**config.mk**
```make
export PLATFORM = sky130hd
export DESIGN_NAME = cube_scan_driver
export DESIGN_NICKNAME = d
export VERILOG_FILES = /design/src/rtl/cube_scan_driver.sv
export SDC_FILE = /design/constraint.sdc
export NUM_CORES = 2
export LEC_CHECK = 0
export BUFFER_PORTS_ARGS = -buffer_cell sky130_fd_sc_hd__buf_2
export CAP_MARGIN = 25
export CORE_UTILIZATION = 55
export CTS_CLUSTER_SIZE = 40
export DETAILED_ROUTE_END_ITERATION = 10
export GPL_TIMING_DRIVEN = 0
export PLACE_DENSITY = 0.84
export SYNTH_ARGS = -nofsm -noshare
export SYNTH_HDL_FRONTEND = slang
export SYNTH_SLANG_ARGS = --single-unit
```
**constraint.sdc**
```tcl
create_clock -name Clk -period 72.1 [get_ports Clk]
set_input_delay 0 -clock Clk [delete_from_list [all_inputs] [get_ports Clk]]
set_output_delay 0 -clock Clk [all_outputs]
set_load 0.02 [all_outputs]
```
**src/rtl/cube_scan_driver.sv**
```systemverilog
// rtl/cube_scan_driver.sv - layer-multiplexed cube scan driver with double-buffered frames
//
// Shows a SIDE x SIDE x SIDE cell cube one layer at a time. Each layer runs
// through SHIFT, LATCH, ON and BLANK:
//   SHIFT  serialise the layer's SIDE^2 column bits, highest column first
//   LATCH  pulse the latch strobe on the external column registers
//   ON     drive the layer for part of a fixed dwell window, set by Brightness
//   BLANK  hold every layer off before the next layer's columns change
// Frames are captured into a back buffer and only copied into the displayed
// front buffer at a frame boundary, so a layer never shows a mix of two frames.
//
// Ports:
//   Clk, Reset   system clock, asynchronous active-high reset
//   Cells        flat cell vector, cell (x,y,z) at bit z*SIDE^2 + y*SIDE + x
//   FrameValid   source has a frame on Cells; held until FrameAck
//   FrameAck     one-cycle pulse, frame taken into the back buffer
//   Brightness   on-time in steps of DWELL_CYCLES / 2^BRIGHT_W (0 = one step)
//   Enable       scan enable; dropping it finishes the current layer first
//   SerData      column serial data
//   SerClk       column shift clock
//   SerLatch     column register latch strobe
//   LayerEn      one-hot layer drive
//   LayerIdx     layer currently being shifted or displayed
//   FrameDone    one-cycle pulse after the last layer's blank completes

module cube_scan_driver #(
    parameter int SIDE         = 8,
    parameter int CLK_DIV      = 4,
    parameter int BLANK_CYCLES = 16,
    parameter int DWELL_CYCLES = 4096,
    parameter int BRIGHT_W     = 4,
    localparam int IDX_W       = (SIDE > 1) ? $clog2(SIDE) : 1
) (
    input  logic                        Clk,
    input  logic                        Reset,
    input  logic [SIDE*SIDE*SIDE-1:0]   Cells,
    input  logic                        FrameValid,
    output logic                        FrameAck,
    input  logic [BRIGHT_W-1:0]         Brightness,
    input  logic                        Enable,
    output logic                        SerData,
    output logic                        SerClk,
    output logic                        SerLatch,
    output logic [SIDE-1:0]             LayerEn,
    output logic [IDX_W-1:0]            LayerIdx,
    output logic                        FrameDone
);

    localparam int CELLS   = SIDE * SIDE * SIDE;
    localparam int COLS    = SIDE * SIDE;
    localparam int COL_W   = (COLS > 1) ? $clog2(COLS) : 1;
    // Length of one brightness step inside the dwell window.
    localparam int STEP    = DWELL_CYCLES / (1 << BRIGHT_W);
    // One shared cycle counter serves every timed state, so it must hold the
    // longest of them.
    localparam int CNT_MAX = (DWELL_CYCLES > BLANK_CYCLES)
                             ? ((DWELL_CYCLES > CLK_DIV) ? DWELL_CYCLES : CLK_DIV)
                             : ((BLANK_CYCLES > CLK_DIV) ? BLANK_CYCLES : CLK_DIV);
    localparam int CNT_W   = $clog2(CNT_MAX + 1);

    typedef enum logic [2:0] {
        S_IDLE,
        S_SHIFT,
        S_LATCH,
        S_ON,
        S_BLANK
    } state_t;

    state_t             state;
    state_t             state_nxt;

    logic [CNT_W-1:0]   cnt;
    logic               phase;          // current SerClk level while shifting
    logic [COL_W-1:0]   bit_idx;        // column being shifted, counts down
    logic [IDX_W-1:0]   z;
    logic [CNT_W-1:0]   on_limit;       // dwell cycles with the layer driven

    logic [CELLS-1:0]   front;
    logic [CELLS-1:0]   back;
    logic               pending;
    logic               frame_ack;
    logic               frame_done;

    logic [COLS-1:0]    layer_bits;

    logic               div_done;
    logic               shift_done;
    logic               latch_done;
    logic               dwell_done;
    logic               blank_done;
    logic               frame_end;
    logic               capture;
    logic               swap;

    assign div_done   = (cnt == CNT_W'(CLK_DIV - 1));
    assign shift_done = (state == S_SHIFT) && phase && div_done && (bit_idx == '0);
    assign latch_done = (state == S_LATCH) && div_done;
    assign dwell_done = (state == S_ON) && (cnt == CNT_W'(DWELL_CYCLES - 1));
    assign blank_done = (state == S_BLANK) && (cnt == CNT_W'(BLANK_CYCLES - 1));
    assign frame_end  = blank_done && (z == IDX_W'(SIDE - 1));

    // Capture is refused while a frame is pending, which also covers the
    // capture-and-swap cycle: the swap takes the old back buffer and the
    // source keeps FrameValid up until a later cycle acknowledges it.
    assign capture    = FrameValid && !pending;
    assign swap       = pending && (((state == S_IDLE) && Enable) || frame_end);

    assign layer_bits = front[z*COLS +: COLS];

    // ------------------------------------------------------------------
    // State register
    // ------------------------------------------------------------------
    always_ff @(posedge Clk or posedge Reset) begin
        if (Reset) begin
            state <= S_IDLE;
        end else begin
            state <= state_nxt;
        end
    end

    // ------------------------------------------------------------------
    // Next-state logic
    // ------------------------------------------------------------------
    always_comb begin
        state_nxt = state;
        case (state)
            S_IDLE:  if (Enable)     state_nxt = S_SHIFT;
            S_SHIFT: if (shift_done) state_nxt = S_LATCH;
            S_LATCH: if (latch_done) state_nxt = S_ON;
            S_ON:    if (dwell_done) state_nxt = S_BLANK;
            S_BLANK: if (blank_done) state_nxt = Enable ? S_SHIFT : S_IDLE;
            default:                 state_nxt = S_IDLE;
        endcase
    end

    // ------------------------------------------------------------------
    // Output logic
    // ------------------------------------------------------------------
    always_comb begin
        SerClk   = 1'b0;
        SerData  = 1'b0;
        SerLatch = 1'b0;
        LayerEn  = '0;
        case (state)
            S_SHIFT: begin
                SerClk  = phase;
                // bit_idx only moves on the high->low transition, so data is
                // stable for the whole bit and changes with the clock low.
                SerData = layer_bits[bit_idx];
            end
            S_LATCH: SerLatch = 1'b1;
            S_ON: begin
                if (cnt < on_limit) begin
                    LayerEn[z] = 1'b1;
                end
            end
            default: ;
        endcase
    end

    assign LayerIdx  = z;
    assign FrameAck  = frame_ack;
    assign FrameDone = frame_done;

    // ------------------------------------------------------------------
    // Scan timing
    // ------------------------------------------------------------------
    always_ff @(posedge Clk or posedge Reset) begin
        if (Reset) begin
            cnt      <= '0;
            phase    <= 1'b0;
            bit_idx  <= COL_W'(COLS - 1);
            z        <= '0;
            on_limit <= '0;
        end else begin
            // Every state starts its count from zero; in SHIFT the counter
            // restarts on each SerClk half-period.
            if ((state_nxt != state) || (state == S_IDLE)) begin
                cnt <= '0;
            end else if ((state == S_SHIFT) && div_done) begin
                cnt <= '0;
            end else begin
                cnt <= cnt + CNT_W'(1);
            end

            if (state != S_SHIFT) begin
                phase <= 1'b0;
            end else if (div_done) begin
                phase <= ~phase;
            end

            if (state != S_SHIFT) begin
                bit_idx <= COL_W'(COLS - 1);
            end else if (div_done && phase) begin
                bit_idx <= bit_idx - COL_W'(1);
            end

            // Dropping Enable always restarts the next scan at layer 0.
            if (blank_done) begin
                if (!Enable || (z == IDX_W'(SIDE - 1))) begin
                    z <= '0;
                end else begin
                    z <= z + IDX_W'(1);
                end
            end

            // Brightness is frozen for the whole on-window of a layer.
            if (latch_done) begin
                on_limit <= CNT_W'((int'(Brightness) + 1) * STEP);
            end
        end
    end

    // ------------------------------------------------------------------
    // Frame buffers and handshake
    // ------------------------------------------------------------------
    always_ff @(posedge Clk or posedge Reset) begin
        if (Reset) begin
            front      <= '0;
            back       <= '0;
            pending    <= 1'b0;
            frame_ack  <= 1'b0;
            frame_done <= 1'b0;
        end else begin
            if (capture) begin
                back <= Cells;
            end
            if (swap) begin
                front <= back;
            end

            if (swap) begin
                pending <= 1'b0;
            end else if (capture) begin
                pending <= 1'b1;
            end

            frame_ack  <= capture;
            frame_done <= frame_end;
        end
    end

endmodule

```
==> qor.csv <==
stage,metric,value,unit
timing,rsz0062_at_grt,false,
worst_setup_path,r2r-end,back[219]$_DFFE_PP0P_,
detailed_routing,wirelength,168000,um
job,maxCapViolCount,0,
placement,dpl.hpwl,98800,um
timing,skew,0.0358,ns
clock_network,cts_buffers,104,
worst_hold_path,whs_endpoint,back[252]$_DFFE_PP0P_,
synth,ys_warn_count,0,
cells_and_area,postLayoutCoreUtil,0.726,
clock_network,root_buffer,clkbuf_16,
detailed_routing,dr.pass1.iters,9,
timing,period_needed,4.96,ns
timing,hold_viol,0,
synth,synth_edf_count,0,
clock_network,cts_resized,0,
worst_setup_path,path_buf_inv,4,
placement,gp_congestion,0.903,
power_and_ir_drop,p_comb_frac,0.237,
grt,grt_antenna_before_repair,26,
timing,tightest_slew,1.18,ns
timing,max_clock_freq,0.202,GHz
synth,async_flop_share,1.00,
worst_setup_path,cp.depth,11,
floorplanning,die_x,285,um
grt,grt_max_degree,136,
power_and_ir_drop,pwr-share-seq,0.486,
power_and_ir_drop,p_sw,647,uW
placement,dp.cells,4352,
worst_setup_path,cp.required,72.10,ns
worst_setup_path,crit_arrival,4.96,ns
worst_setup_path,cp-end-kind,output port,
worst_hold_path,holdPathStages,3,
worst_setup_path,cp_max_fo,10,
synth,synthCells,2748,
detailed_routing,antenna_left,0,
synth,syn_area_per_cell,16.1,um^2
synth,syn-cell-area,0.0442,mm^2
floorplanning,io_pins,536,
floorplanning,die_h,285,um
floorplanning,start_util,0.558,
cells_and_area,instances_no_fill,5085,
synth,syn-num-nets,3278,
clock_network,postCtsHoldBufs,521,
power_and_ir_drop,power.total,2160,uW
worst_setup_path,r2r_cells,5,
floorplanning,core_area,0.0793,mm^2
worst_setup_path,cp-startpoint,LayerIdx[2]$_DFFE_PP0P_,
run_status,failed_checks,DRC,
worst_setup_path,reg2reg_from,pending$_DFFE_PP0P_,
worst_hold_path,min-delay-start,Cells[252],
worst_setup_path,critical_path.cell_chain,buf_2 > buf_2 > buf_2 > mux4_2 > a22oi_1 > nand2_1 > a22oi_1 > nand4_1 > o211ai_1 > o22ai_1 > buf_2,
detailed_routing,vias,31900,
grt,track_usage,0.419,
grt,overflow,0,
synth,ys.flop_type,dfrtp_1,
power_and_ir_drop,ir_worst_vdd,0.0244,mV
timing,setup_viol,0,
power_and_ir_drop,power.leakage,0.0258,uW
synth,ys_types,61,
placement,placed_cell_area,0.0486,mm^2
run_status,status,"finished, violations left",
synth,ys_seq_elements,1058,
clock_network,post_cts.repair.setup_buffers,0,
worst_setup_path,path_common_cell,buf_2,
worst_setup_path,path_delay_family,buffers and inverters,
clock_network,numClockSinks,1058,
worst_setup_path,slowest_delay,0.71,ns
power_and_ir_drop,p_clk_frac,0.277,
power_and_ir_drop,swShare,0.300,
worst_setup_path,rrSetupSlack,68.93,ns
power_and_ir_drop,p_per_area,37.5,mW/mm^2
clock_network,clkLatencyLatePin,0.70,ns
grt,grt_pass1_wl,241000,um
power_and_ir_drop,p_int,1510,uW
worst_hold_path,hp-class,input port to flip-flop,
detailed_routing,route.detailed.drc,2,
timing,tns,0,ns
grt,grt_pass1_vias,34800,
worst_setup_path,crit_slowest_cell,buf_2,
synth,yosysSeqAreaShare,0.599,
clock_network,clkTransAtPathRegs,0.07,ns
clock_network,h-tree-depth,3,
detailed_routing,drt_iter0_drc,3082,
timing,maxSlewHeadroom,0.211,
worst_setup_path,start_kind,flip-flop,
floorplanning,rows,103,
detailed_routing,drt-wirelength-per-cell,33.1,um
cells_and_area,area_delta_synth_final,30.1,%
floorplanning,dieArea,0.0815,mm^2
cells_and_area,finalNetCount,4461,
clock_network,tritoncts,yes,
cells_and_area,stdcell_area,0.0575,mm^2
timing,slew_violations,0,
worst_setup_path,critPathKind,flip-flop to output port,
timing,period_share,0.0687,
placement,io_buffers,535,
cells_and_area,drive_above_1_share,0.491,
clock_network,clock_path_buffers,3,
detailed_routing,via_per_inst,6.28,
==> synthesized netlist by cell type, types with 10 or more instances <==
| cell | n | area, um^2 |
|---|---|---|
| nor3_1 | 14 | 70.1 |
| nand2_1 | 48 | 180 |
| dfrtp_1 | 1052 | 26300 |
| nand3_1 | 23 | 115 |
| a221oi_1 | 17 | 149 |
| o22ai_1 | 17 | 106 |
| xnor2_1 | 10 | 87.6 |
| inv_1 | 18 | 67.6 |
| buf_2 | 27 | 135 |
| buf_4 | 11 | 82.6 |
| mux2i_1 | 32 | 320 |
| mux4_1 | 16 | 420 |
| mux2_2 | 1028 | 11600 |
| nand4_1 | 11 | 68.8 |
| ha_1 | 10 | 125 |
| buf_6 | 62 | 698 |
| o21ai_0 | 24 | 120 |
| clkbuf_1 | 67 | 251 |
| a22oi_1 | 14 | 105 |
| mux4_2 | 94 | 2120 |
| nor2_1 | 51 | 191 |
==> state kept, by name (all words and copies together), names as in the netlist <==
name and flops:
state 3, FrameAck 1, cnt 13, phase 1, back 512, pending 1
bit_idx 6, front 512, on_limit 5, LayerIdx 3, FrameDone 1
==> final cells by class <==
| class | instances | area, um^2 |
|---|---|---|
| buffer | 170 | 1190 |
| timing repair buffer | 1077 | 8280 |
| multi-input combinational | 1501 | 16400 |
| tap | 1050 | 1310 |
| clock inverter | 56 | 691 |
| inverter | 19 | 78.8 |
| antenna | 14 | 35.0 |
| sequential | 1058 | 26500 |
| fill | 4700 | 21700 |
| clock buffer | 140 | 2990 |
==> power groups by stage <==
stage               clock, uW  sequential [uW]  combinational, uW
floorplan                   0              964                351
global placement            0             1020                430
detailed placement          0             1020                451
CTS                       585             1020                479
global route              619             1070                535
finish                    599             1050                511
==> worst max-delay path by stage <==
stage | slack, ns | end
2_1_floorplan | 42.33 | FrameAck$_DFF_PP0_
3_3_place_gp | 31.85 | back[11]$_DFFE_PP0P_
3_5_place_dp | 68.09 | SerData
4_1_cts | 67.37 | SerData
5_1_grt | 67.23 | SerData
6_report | 67.14 | SerData
==> cell usage in the layout (no fill, tap or decap), types with 26 or more instances in the layout <==
cell type / Yosys / routed
buf_2: 27 / 563
buf_6: 62 / 65
clkbuf_1: 67 / 80
clkbuf_16: 0 / 106
clkinv_2: 0 / 26
dfrtp_1: 1052 / 1052
dlygate4sd3_1: 0 / 521
mux2_2: 1028 / 1028
mux2i_1: 32 / 32
mux4_2: 94 / 94
nand2_1: 48 / 48
nor2_1: 51 / 51
==> per-layer routing <==
layer | track usage | wire, um | vias up
met4 | 0.327 | 15400 | 16
li1 | - | - | 12500
met5 | 0.000581 | 100 | -
met3 | 0.111 | 15200 | 792
met2 | 0.654 | 78100 | 2123
met1 | 0.498 | 59700 | 16500
==> cells by family after synthesis <==
family          count (synthesis)  share of synthesized area
compound gates                119                     0.0193
xor+xnor                       16                    0.00317
fa+ha+maj                      10                    0.00283
buf+inv                       189                     0.0287
flops                        1058                      0.599
mux                          1170                      0.327
simple gates                  186                     0.0201
==> stage by stage <==
step	setup WS [ns]	hold WS, ns
2_1_floorplan	42.33	0.0926
3_3_place_gp	31.85	0.213
3_5_place_dp	68.09	0.0598
4_1_cts	67.37	0.0501
5_1_grt	67.23	0.0957
6_report	67.14	0.0901
==> worst reg2reg max path, cell delays in order (launching register included) <==
cell and delay (ns):
dfrtp_1 0.43, nor2b_1 0.12, clkbuf_1 0.46, clkbuf_1 0.67, clkbuf_1 0.92, mux2_2 0.45
No activity file was read; power rests on OpenSTA's default activity.
